[src/rtl/video_native_to_axis_if.sv]
// AXI4-Stream pixel bus between the native-video ingress stage and the VDMA write port.
interface video_native_to_axis_if #(
   parameter int DSIZE = 24
);
   logic [DSIZE-1:0] axi_tdata;
   logic             axi_tvalid;
   logic             axi_tready;
   logic             axi_tuser;
   logic             axi_tlast;

   modport master (
      output axi_tdata, axi_tvalid, axi_tuser, axi_tlast,
      input  axi_tready
   );

   modport slave (
      input  axi_tdata, axi_tvalid, axi_tuser, axi_tlast,
      output axi_tready
   );
endinterface

[src/rtl/video_native_to_axis.sv]
// Native video (vsync/de/data) to AXI4-Stream ingress: tags SOF/EOL, buffers in a
// small FWFT FIFO, and drops the rest of a frame on overflow until the next vsync.
module video_native_to_axis #(
   parameter int DSIZE      = 24,
   parameter int FIFO_DEPTH = 16,
   parameter int VS_POL     = 1
) (
   input  logic                          clock,
   input  logic                          rst,
   input  logic [15:0]                   hactive,
   input  logic                          vsync,
   input  logic                          de,
   input  logic [DSIZE-1:0]              idata,
   video_native_to_axis_if.master        axis,
   output logic [$clog2(FIFO_DEPTH):0]   fifo_count,
   output logic                          overflow,
   output logic                          line_err,
   input  logic                          err_clr
);

   localparam int AW = $clog2(FIFO_DEPTH);
   localparam int CW = AW + 1;
   localparam int EW = DSIZE + 2;
   localparam logic [CW-1:0] FULL_CNT = CW'(FIFO_DEPTH);

   typedef enum logic [1:0] {WAIT_SOF, ARMED, ACTIVE, DROP} state_t;

   state_t           state;
   logic             vs_q;
   logic             vs_act;
   logic             sof_evt;

   logic             hold_valid;
   logic [DSIZE-1:0] hold_data;
   logic             hold_sof;
   logic [15:0]      pix_cnt;

   logic [EW-1:0]    mem [FIFO_DEPTH];
   logic [AW-1:0]    wr_ptr;
   logic [AW-1:0]    rd_ptr;
   logic [CW-1:0]    count_next;
   logic             tvalid_q;

   logic             push_eol;
   logic             full;
   logic             pop;
   logic             drop;
   logic             wr_en;
   logic             capture;
   logic             line_bad;

   // Frame start is the transition of vsync into its active level.
   assign vs_act  = (vsync == (VS_POL != 0));
   assign sof_evt = vs_act & ~vs_q;

   // The held pixel ends its line when de falls or a new frame begins under it.
   assign push_eol = ~de | sof_evt;
   assign full     = (fifo_count == FULL_CNT);
   assign pop      = tvalid_q & axis.axi_tready;
   assign drop     = hold_valid & full & ~pop;
   assign wr_en    = hold_valid & ~drop;
   assign capture  = de & ~sof_evt & ~drop & ((state == ARMED) | (state == ACTIVE));
   assign line_bad = wr_en & push_eol & (hactive != 16'd0) &
                     (({1'b0, pix_cnt} + 17'd1) != {1'b0, hactive});

   always_comb begin
      // NOTE: default first so every path assigns count_next and no latch is inferred.
      count_next = fifo_count;
      if (wr_en && !pop)
         count_next = fifo_count + CW'(1);
      else if (!wr_en && pop)
         count_next = fifo_count - CW'(1);
   end

   // NOTE: storage is deliberately not reset; only pointers and occupancy are,
   // which keeps the array in plain flops/LUTRAM and still makes it look empty.
   always_ff @(posedge clock) begin
      if (wr_en)
         mem[wr_ptr] <= {hold_data, hold_sof, push_eol};
   end

   always_ff @(posedge clock or posedge rst) begin
      if (rst) begin
         wr_ptr     <= '0;
         rd_ptr     <= '0;
         fifo_count <= '0;
         tvalid_q   <= 1'b0;
      end else begin
         // NOTE: non-blocking assignments so every flop samples pre-edge values.
         if (wr_en)
            wr_ptr <= wr_ptr + AW'(1);
         if (pop)
            rd_ptr <= rd_ptr + AW'(1);
         fifo_count <= count_next;
         tvalid_q   <= (count_next != '0);
      end
   end

   // Outputs are forced low while nothing is queued so reset shows an all-zero bus.
   assign axis.axi_tvalid = tvalid_q;
   assign {axis.axi_tdata, axis.axi_tuser, axis.axi_tlast} = tvalid_q ? mem[rd_ptr] : '0;

   always_ff @(posedge clock or posedge rst) begin
      if (rst) begin
         state      <= WAIT_SOF;
         vs_q       <= 1'b0;
         hold_valid <= 1'b0;
         hold_data  <= '0;
         hold_sof   <= 1'b0;
         pix_cnt    <= '0;
         overflow   <= 1'b0;
         line_err   <= 1'b0;
      end else begin
         vs_q <= vs_act;

         // A new error in the same cycle as err_clr keeps the flag set.
         if (drop)
            overflow <= 1'b1;
         else if (err_clr)
            overflow <= 1'b0;

         if (line_bad)
            line_err <= 1'b1;
         else if (err_clr)
            line_err <= 1'b0;

         if (drop || sof_evt)
            pix_cnt <= '0;
         else if (wr_en)
            pix_cnt <= push_eol ? 16'd0 : pix_cnt + 16'd1;

         hold_valid <= capture;
         if (capture) begin
            hold_data <= idata;
            hold_sof  <= (state == ARMED);
         end

         if (sof_evt)
            state <= ARMED;
         else begin
            case (state)
               ARMED:   if (de)   state <= ACTIVE;
               ACTIVE:  if (drop) state <= DROP;
               default: state <= state;
            endcase
         end
      end
   end

endmodule

[src/flat_wrapper.sv]
// flat-port wrapper written by rule: the top's interface ports become plain ports
module video_native_to_axis_flat 
#(
   parameter int DSIZE      = 24,
   parameter int FIFO_DEPTH = 16,
   parameter int VS_POL     = 1
)
  (clock, rst, hactive, vsync, de, idata, fifo_count, overflow, line_err, err_clr, axis_axi_tdata, axis_axi_tvalid, axis_axi_tuser, axis_axi_tlast, axis_axi_tready);
  video_native_to_axis_if #(.DSIZE(DSIZE)) axis_i ();
  input  logic clock;
  input  logic rst;
  input  logic [15:0] hactive;
  input  logic vsync;
  input  logic de;
  input  logic [DSIZE-1:0] idata;
  output logic [$clog2(FIFO_DEPTH):0] fifo_count;
  output logic overflow;
  output logic line_err;
  input  logic err_clr;
  output wire logic [$bits(axis_i.axi_tdata)-1:0] axis_axi_tdata;
  output wire logic [$bits(axis_i.axi_tvalid)-1:0] axis_axi_tvalid;
  output wire logic [$bits(axis_i.axi_tuser)-1:0] axis_axi_tuser;
  output wire logic [$bits(axis_i.axi_tlast)-1:0] axis_axi_tlast;
  input wire logic [$bits(axis_i.axi_tready)-1:0] axis_axi_tready;
  assign axis_axi_tdata = axis_i.axi_tdata;
  assign axis_axi_tvalid = axis_i.axi_tvalid;
  assign axis_axi_tuser = axis_i.axi_tuser;
  assign axis_axi_tlast = axis_i.axi_tlast;
  assign axis_i.axi_tready = axis_axi_tready;
  video_native_to_axis #(.DSIZE(DSIZE), .FIFO_DEPTH(FIFO_DEPTH), .VS_POL(VS_POL)) u_core (.clock(clock), .rst(rst), .hactive(hactive), .vsync(vsync), .de(de), .idata(idata), .axis(axis_i), .fifo_count(fifo_count), .overflow(overflow), .line_err(line_err), .err_clr(err_clr));
endmodule
[config.mk]
export PLATFORM = sky130hd
export DESIGN_NAME = video_native_to_axis_flat
export DESIGN_NICKNAME = d
export VERILOG_FILES = /design/src/rtl/video_native_to_axis_if.sv /design/src/rtl/video_native_to_axis.sv /design/src/flat_wrapper.sv
export SDC_FILE = /design/constraint.sdc
export NUM_CORES = 1
export LEC_CHECK = 0
export CAP_MARGIN = 0
export CELL_PAD_IN_SITES_DETAIL_PLACEMENT = 0
export CELL_PAD_IN_SITES_GLOBAL_PLACEMENT = 1
export CORE_ASPECT_RATIO = 1.4
export CORE_MARGIN = 2
export CORE_UTILIZATION = 35
export CTS_CLUSTER_DIAMETER = 60
export DETAILED_ROUTE_END_ITERATION = 6
export PLACE_DENSITY_LB_ADDON = 0.25
export SYNTH_ARGS = -nofsm -noshare
export SYNTH_HDL_FRONTEND = slang
export SYNTH_SLANG_ARGS = --single-unit
[constraint.sdc]
create_clock -name clock -period 5.8 [get_ports clock]
set_input_delay 1.16 -clock clock [delete_from_list [all_inputs] [get_ports clock]]
set_output_delay 1.16 -clock clock [all_outputs]
set_load 0.005 [all_outputs]
# Word-level counts from Yosys, hierarchy flattened
# Memory sizes are Yosys's and may differ from the RTL's.
# Cells that the tools add are included.
# word_totals
regBits,61
ram_bits,416
mem_count,1
# memory_table
memory,words,width,read_ports,rd_ports_with_merged_regs,write_ports,line,text
u_core.mem,16,26,1,0,1,video_native_to_axis.sv:38,logic [EW-1:0] mem [FIFO_DEPTH];
# op_classes
addsub,6
n_eq_ne,6
muxes,15
n_bitwise,18
reduce_logical,12
# op_table
operator,n
two-way mux 16 bit,3
two-way mux 26 bit,1
adder 16 x 1 -> 17 bit (second input constant),1
!= test 17 x 16 -> 1 bit,1
adder 16 x 1 -> 16 bit (second input constant),1
nonzero test 16 bit,1
AND 1 bit,11
two-way mux 5 bit,2
adder 4 x 1 -> 4 bit (second input constant),2
two-way mux 2 bit,3
nonzero test 2 bit,3
adder 5 x 1 -> 5 bit (second input constant),1
equality test 5 bit (second input constant),1
two-way mux 1 bit,5
NOT 1 bit,5
nonzero test 5 bit,1
subtractor 5 x 1 -> 5 bit (second input constant),1
case mux 2 bit (2 select lines),1
!= test 3 x 1 -> 1 bit (second input constant),1
!= test 3 x 2 -> 1 bit (second input constant),1
AND reduction 3 bit,1
nonzero test 3 bit,1
equality test 2 x 1 -> 1 bit (second input constant),1
equality test 2 bit (second input constant),1
other kinds (4),7

# Longest topological paths before layout
# Gate-level depths: netlist (run 1).
# depth
depth_word,10
depth_mapped,9
mapped_depth_nobuf,8

# Least setup slack after synthesis (run 1)
# No wires, ideal clock.
# synth_timing
path_kind,register to output
from,register u_core.rd_ptr[1]
to,output port axis_axi_tdata[0]
t_arrival_ns,2.043
slack_ns,2.597
stages_incl_launch_ff,7
path_buffers,3
path_cell_list,dfrtp_1 clkbuf_1 buf_2 clkbuf_1 mux4_2 mux4_2 and2_1
# synth_between
elab_chain_len,2
# synth_lines
item,line,text
start: declaration,video_native_to_axis.sv:40,logic [AW-1:0] rd_ptr;
start signal: assignment,video_native_to_axis.sv:93,rd_ptr <= rd_ptr + AW'(1);
memory (16 x 26 bit),--,
two-way mux 26 bit,video_native_to_axis.sv:101,"assign {axis.axi_tdata, axis.axi_tuser, axis.axi_tlast} = tvalid_q ? mem[rd_ptr] : '0;"
end: declaration,flat_wrapper.sv:20,output wire logic [$bits(axis_i.axi_tdata)-1:0] axis_axi_tdata;
# No other way between the ends.

# Final worst setup path (run 1)
# layout_timing
from,register u_core.rd_ptr[0]
to,output port axis_axi_tdata[12]
# The elaborated chain is that of the path after synthesis.

==> flow_summary.ini, run 1 <==
[outcome]
status = complete, no violations

[yosys]
synth-adder-area-share_pct = 0.7176
synthCells = 950
number_of_nets_in_the_synthesized_netlist = 1007
async_flop_share_pct = 12.79
total_of_warnings_raised_by_yosys = 0
synth_area_leader_cell = edfxtp_1
syn_avg_cell_area_um2 = 20.19
synth.area.mux_share_pct = 16.95
synth_top_area_share_pct = 65.13
yosys.area_share.xor_xnor_pct = 1.324
synth_simple_gate_area_share_pct = 4.208
dominant_combinational_cell_family_by_area_after_synthesis = multiplexers
fraction_of_the_mapped_netlist_area_in_compound_gates_pct = 2.127
synth_ff_type = edfxtp_1
synth_edf_count = 416
synth.cell_area_um2 = 19180
synth.ff_latch_count = 477
synth_cell_types = 48
synth_area_leaders = edfxtp_1 (65%), mux4_2 (15%), dfrtp_1 (8.0%)
proportion_of_synthesized_chip_area_in_sequential_cells_pct = 73.09

[timing]
fin_ws_ns = 0.9510
worstMarginPinSlew_ns = 1.041
clock.fmax_mhz = 206.2
post-route-period-util_pct = 83.60
worst_hold_slack_ns = 0.5178
final-setup-viol-count = 0
timing.final.crit_period_ns = 4.849
report.final.slew_viol_count = 0
rsz_0062_raised_after_global_routing = false
final-hold-violation-count = 0
slew_headroom_pct = 30.37
fin_worst_skew_ns = 0.01364
setup_total_negative_slack_ns = 0

[setup_path]
critical_path.startpoint_type = flip-flop
reg2reg_depth = 9
reg2reg_from = u_core.fifo_count[0]
worst_path_max_stage_delay_ns = 0.78
worst-endpoint-required_ns = 4.64
path_common_cell = mux4_2
reg2reg_slack_ns = 2.56
kind_of_critical_path = flip-flop to primary output
path_cells = buf_4, mux4_2, mux4_2, and2_1, clkdlybuf4s50_1
critical_path.reg2reg.endpoint = u_core.pix_cnt[6]
arrival_ns = 3.69
worst_setup_path_end_kind = primary output
worst_path_max_fanout = 27
worst_path_max_delay_cell = dfrtp_4

[route]
dr_total_vias = 9432
ant_nets = 0
first_pass_iters = 5
drt_drc_violations_left = 0
drtIter0Drc = 674
average_wire_per_cell_in_the_routed_design_um = 24.47
wl_um = 44260
vias_per_cell = 5.214

[cts]
cts.htree.levels = 2
cts_tree = yes
holdBufCountCts = 0
resized_gates_after_cts = 0
clock_sink_count = 477
postCtsSetupRepairBufs = 0
tritoncts_buffers = 49
clk_transition_reported_paths_ns = 0.06
clock_insertion_delay_worst_skew_ns = 0.56
clk_root_buffer_cell = clkbuf_16
clock_tree.buffer_depth = 3

[floorplan]
num_rows = 101
die_h_um = 281.0
core_um2 = 54210
die_x_extent_um = 201.8
ios = 80
design.die.area_um2 = 56710
floorplan.initialDensity_pct = 35.38

[power]
static-leakage-power_nw = 7.281
ir_worst_vdd_mv = 0.2352
pwr_density_cell_nw_per_um2 = 502.7

[finish]
synthToLayoutAreaGrowth_pct = 17.42
mostFrequentLayoutCells = edfxtp_1 (416), mux4_2 (130), clkdlybuf4s50_1 (79)
diodes = 0
final_core_util_pct = 41.54
mostFrequentLayoutCell = edfxtp_1
drive_gt1_share_pct = 22.70
num-nets-final = 1112
fillerInstances = 4791

[hold_path]
timing.hold.worst.start = u_core.vs_q
hold_path_class = flip-flop to flip-flop
hold_depth = 2
holdPathEnd = u_core.state[1]

[grt]
via_count_of_the_first_global_routing_pass = 10260
largest_net_degree_at_the_start_of_global_routing = 70
grt_overflow_total = 0
grt_util_all_layers_pct = 15.97
wire_length_of_the_first_global_routing_pass_um = 66700
antenna_found_initial = 2

[flow_run]
max-cap-violations = 0

[placed_design]
dp_hpwl_um = 25220
dp_slack_ns = 1.454
numPortBuffers = 79
routabilityCongestion = 0.7361
[area by class of cell]
cell class	instances	area [µm²]	share of cell area, %
Sequential cell	477	14030	62.28
Inverter	14	53.80	0.2389
Clock inverter	27	300.3	1.333
Clock buffer	57	1256	5.578
Timing Repair Buffer	105	1124	4.989
Multi-Input combinational cell	408	4858	21.57
Tap cell	721	902.1	4.006
[per-layer routing]
metal,global-route usage [%],up-vias,wire length (µm)
met2,28.62,207,23180
met5,0,-,0
met4,4.299,0,867
met1,20.21,5070,18410
li1,-,4087,-
met3,2.331,68,1806
[power breakdown]
group | leakage, nW | switching (mW) | internal, mW
clock | 0.751 | 1.29 | 1.81
combinational | 2.03 | 1.26 | 1.76
sequential | 4.50 | 0.694 | 4.51
[worst max-delay path, delay by kind of cell (launching register included)]
| kind | cells | cell delay, ns |
|---|---|---|
| buf+inv | 2 | 1.04 |
| mux | 2 | 1.09 |
| flops | 1 | 0.78 |
| simple gates | 1 | 0.18 |
[sequential cells by signal, indices dropped and copies added (netlist names)]
signal	flops
u_core.axis.axi_tvalid	1
u_core.fifo_count	5
u_core.hold_data	24
u_core.hold_sof	1
u_core.hold_valid	1
u_core.line_err	1
u_core.mem	416
u_core.overflow	1
u_core.pix_cnt	16
u_core.rd_ptr	4
u_core.state	2
u_core.vs_q	1
u_core.wr_ptr	4
[cells by family after synthesis]
kind of cell | after synthesis
muxes | 159
and+or+nand+nor | 143
AOI/OAI and AO/OA | 66
buffers and inverters | 65
DFF | 477
xor gates and xnor gates | 29
adders and majority gates | 11
[stage by stage]
| stage | std cells | cell area, µm² | power [mW] |
|---|---|---|---|
| 6_report | 1809 | 22520 | 11.32 |
| 2_1_floorplan | 950 | 19180 | 6.990 |
| 3_5_place_dp | 1725 | 20970 | 8.409 |
| 3_3_place_gp | 1725 | 20970 | 8.370 |
| 5_1_grt | 1809 | 22520 | 11.90 |
| 4_1_cts | 1809 | 22520 | 11.52 |
[worst max-delay path by stage]
| stage | cells after the start | from | slack, ns | endpoint |
|---|---|---|---|---|
| 2_1_floorplan | 6 | u_core.rd_ptr[1] | 2.60 | axis_axi_tdata[0] |
| 3_3_place_gp | 5 | u_core.rd_ptr[0] | 1.47 | axis_axi_tdata[12] |
| 3_5_place_dp | 5 | u_core.rd_ptr[0] | 1.45 | axis_axi_tdata[12] |
| 4_1_cts | 5 | u_core.rd_ptr[0] | 0.84 | axis_axi_tdata[12] |
| 5_1_grt | 5 | u_core.rd_ptr[0] | 0.71 | axis_axi_tdata[12] |
| 6_report | 5 | u_core.rd_ptr[0] | 0.95 | axis_axi_tdata[12] |
[Yosys cell counts (2+ instances only)]
| cell | count |
|---|---|
| o21ai_0 | 26 |
| nand2_1 | 22 |
| o31ai_1 | 7 |
| clkbuf_1 | 31 |
| buf_1 | 3 |
| dfrtp_1 | 61 |
| nor3_1 | 6 |
| edfxtp_1 | 416 |
| nor2b_1 | 7 |
| mux4_2 | 130 |
| buf_6 | 6 |
| a31oi_1 | 5 |
| nor2_1 | 19 |
| or3_1 | 4 |
| xnor2_1 | 15 |
| o41ai_1 | 2 |
| nor3b_1 | 2 |
| o2111ai_1 | 2 |
| nand3b_1 | 2 |
| xor2_1 | 14 |
| buf_2 | 11 |
| inv_1 | 14 |
| mux2_2 | 17 |
| nor4_1 | 5 |
| mux2_1 | 10 |
| a21oi_1 | 11 |
| and3_1 | 5 |
| and4_1 | 7 |
| ha_1 | 11 |
| nand2b_1 | 2 |
| o22ai_1 | 3 |
| nand3_1 | 13 |
| and2_1 | 38 |
| nand4_1 | 8 |
| mux2i_1 | 2 |
(Power assumes the default switching activity.)
==> run 2, diff against run 1 <==
Clock period 5.8 ns to 4.6 ns, I/O delays scaled along.
==> run 2 against run 1 <==
Clock-buffer cell count rose by 8. Clock skew fell by 0.0013 ns. Global-route usage rose by 0.29 points. Wire length rose by 1.1%. Critical path depth did not move. Final cell count rose by 1.5%. Largest cell class unchanged.
==> flow_summary.ini, run 2 (same netlist as run 1, synthesis figures left out) <==
[grt]
antenna_found_initial = 0
met3_usage_pct = 2.864
grt_overflow_total = 0
met2_usage_pct = 29.02
grt_util_all_layers_pct = 16.26
layer_carrying_the_most_global_route_usage = met2
largest_net_degree_at_the_start_of_global_routing = 57
via_count_of_the_first_global_routing_pass = 10400
wire_length_of_the_first_global_routing_pass_um = 67330
gr-usage-met1_pct = 20.43

[power]
switchingPower_mw = 4.158
combinationalPowerShare_pct = 27.1
sw_frac_of_total_pct = 28.51
power.share.sequential_pct = 44.2
power_frac_clock_pct = 28.7
ir_worst_vdd_mv = 0.2833
pwr_density_cell_nw_per_um2 = 639.9
p_int_mw = 10.43
static-leakage-power_nw = 7.451
power.total_mw = 14.59

[route]
dr_total_vias = 9445
vias_per_cell = 5.142
ant_nets = 0
drt_drc_violations_left = 0
drtIter0Drc = 651
first_pass_iters = 7
average_wire_per_cell_in_the_routed_design_um = 24.37
wl_um = 44770

[finish]
leading_registers_by_flop_count = u_core.mem (416), u_core.hold_data (24), u_core.pix_cnt (16)
diodes = 0
synthToLayoutAreaGrowth_pct = 18.85
num-nets-final = 1131
largest_register = u_core.mem
drive_gt1_share_pct = 25.18
largest_register_ffs = 416
mostFrequentLayoutCells = edfxtp_1 (416), mux4_2 (130), clkdlybuf4s50_1 (79)
mostFrequentLayoutCell = edfxtp_1

[setup_path]
worst_path_max_fanout = 33
arrival_ns = 3.33
kind_of_critical_path = flip-flop to primary output
worst-endpoint-required_ns = 3.68
critical_path.startpoint_type = flip-flop
worst_setup_path_end_kind = primary output

[floorplan]
die_h_um = 281.0
floorplan.initialDensity_pct = 35.38
design.die.area_um2 = 56710
die_x_extent_um = 201.8
ios = 80
num_rows = 101
core_um2 = 54210

[cts]
clk_root_buffer_cell = clkbuf_16
clock_sink_count = 477
clock_tree.buffer_depth = 3
cts_tree = yes
tritoncts_buffers = 50
resized_gates_after_cts = 0
holdBufCountCts = 0
clk_transition_reported_paths_ns = 0.06
cts.htree.levels = 2
postCtsSetupRepairBufs = 0
clock_insertion_delay_worst_skew_ns = 0.59

[placed_design]
dp_hpwl_um = 25330
routabilityCongestion = 0.7537
numPortBuffers = 79
dp_slack_ns = 0.8934

[timing]
final-hold-violation-count = 0
timing.final.crit_period_ns = 4.251
clock.fmax_mhz = 235.2
fin_ws_ns = 0.3487
slew_headroom_pct = 22.98
worstMarginPinSlew_ns = 1.151
final-setup-viol-count = 0
report.final.slew_viol_count = 0
fin_worst_skew_ns = 0.01233
setup_total_negative_slack_ns = 0
post-route-period-util_pct = 92.42
rsz_0062_raised_after_global_routing = false

[outcome]
status = complete, no violations

[hold_path]
hold_path_class = flip-flop to flip-flop

[flow_run]
max-cap-violations = 0
run 2: area by class of cell:
class	count	area, µm²
Inverter	14	53.80
Tap cell	721	902.1
Fill cell	4791	31420
Clock buffer	65	1409
Multi-Input combinational cell	408	4858
Timing Repair Buffer	123	1221
Clock inverter	29	322.8
Sequential cell	477	14030
run 2: power by group through the flow:
stage	Clock, mW	Combinational [mW]	Sequential [mW]
2_1_floorplan	0	2.67	6.15
3_3_place_gp	0	4.08	6.51
3_5_place_dp	0	4.08	6.56
4_1_cts	4.30	4.09	6.47
5_1_grt	4.47	4.29	6.58
6_report	4.18	3.96	6.45
run 2: path summary, 6_finish.rpt:
path | start | endpoint | slack (ns) | cells past startpoint
max in group asynchronous | rst | u_core.wr_ptr[2] | 2.86 | 3
max | u_core.rd_ptr[0] | axis_axi_tdata[12] | 0.35 | 5
max reg2reg | u_core.fifo_count[0] | u_core.mem[4][8] | 1.74 | 9
min reg2reg | u_core.vs_q | u_core.state[1] | 0.53 | 2
min in group asynchronous | rst | u_core.hold_data[19] | 0.86 | 2
min | u_core.vs_q | u_core.state[1] | 0.53 | 2
run 2: worst max-delay path, cell delays in order, from the launching register on:
cell and delay, ns:
dfrtp_4 0.72, buf_12 0.34, mux4_2 0.53, mux4_2 0.51, and2_1 0.18, clkdlybuf4s50_1 0.45
run 2: per-stage QoR:
stage	utilization [%]	area [µm²]	std cells	hold WS, ns
finish	42.05	22790	1837	0.5283
global route	42.05	22790	1837	0.5648
CTS	42.05	22790	1837	0.5309
detailed placement	38.85	21060	1743	0.5192
global placement	38.85	21060	1743	0.5034
floorplan	-	19180	950	0.4818
run 2: metal layers:
| layer | up-vias | share of wire (%) | routed length, µm |
|---|---|---|---|
| met1 | 5077 | 41 | 18500 |
| li1 | 4126 | - | - |
| met4 | 0 | 1.9 | 864 |
| met5 | - | 0 | 0 |
| met2 | 188 | 53 | 23630 |
| met3 | 54 | 4.0 | 1780 |
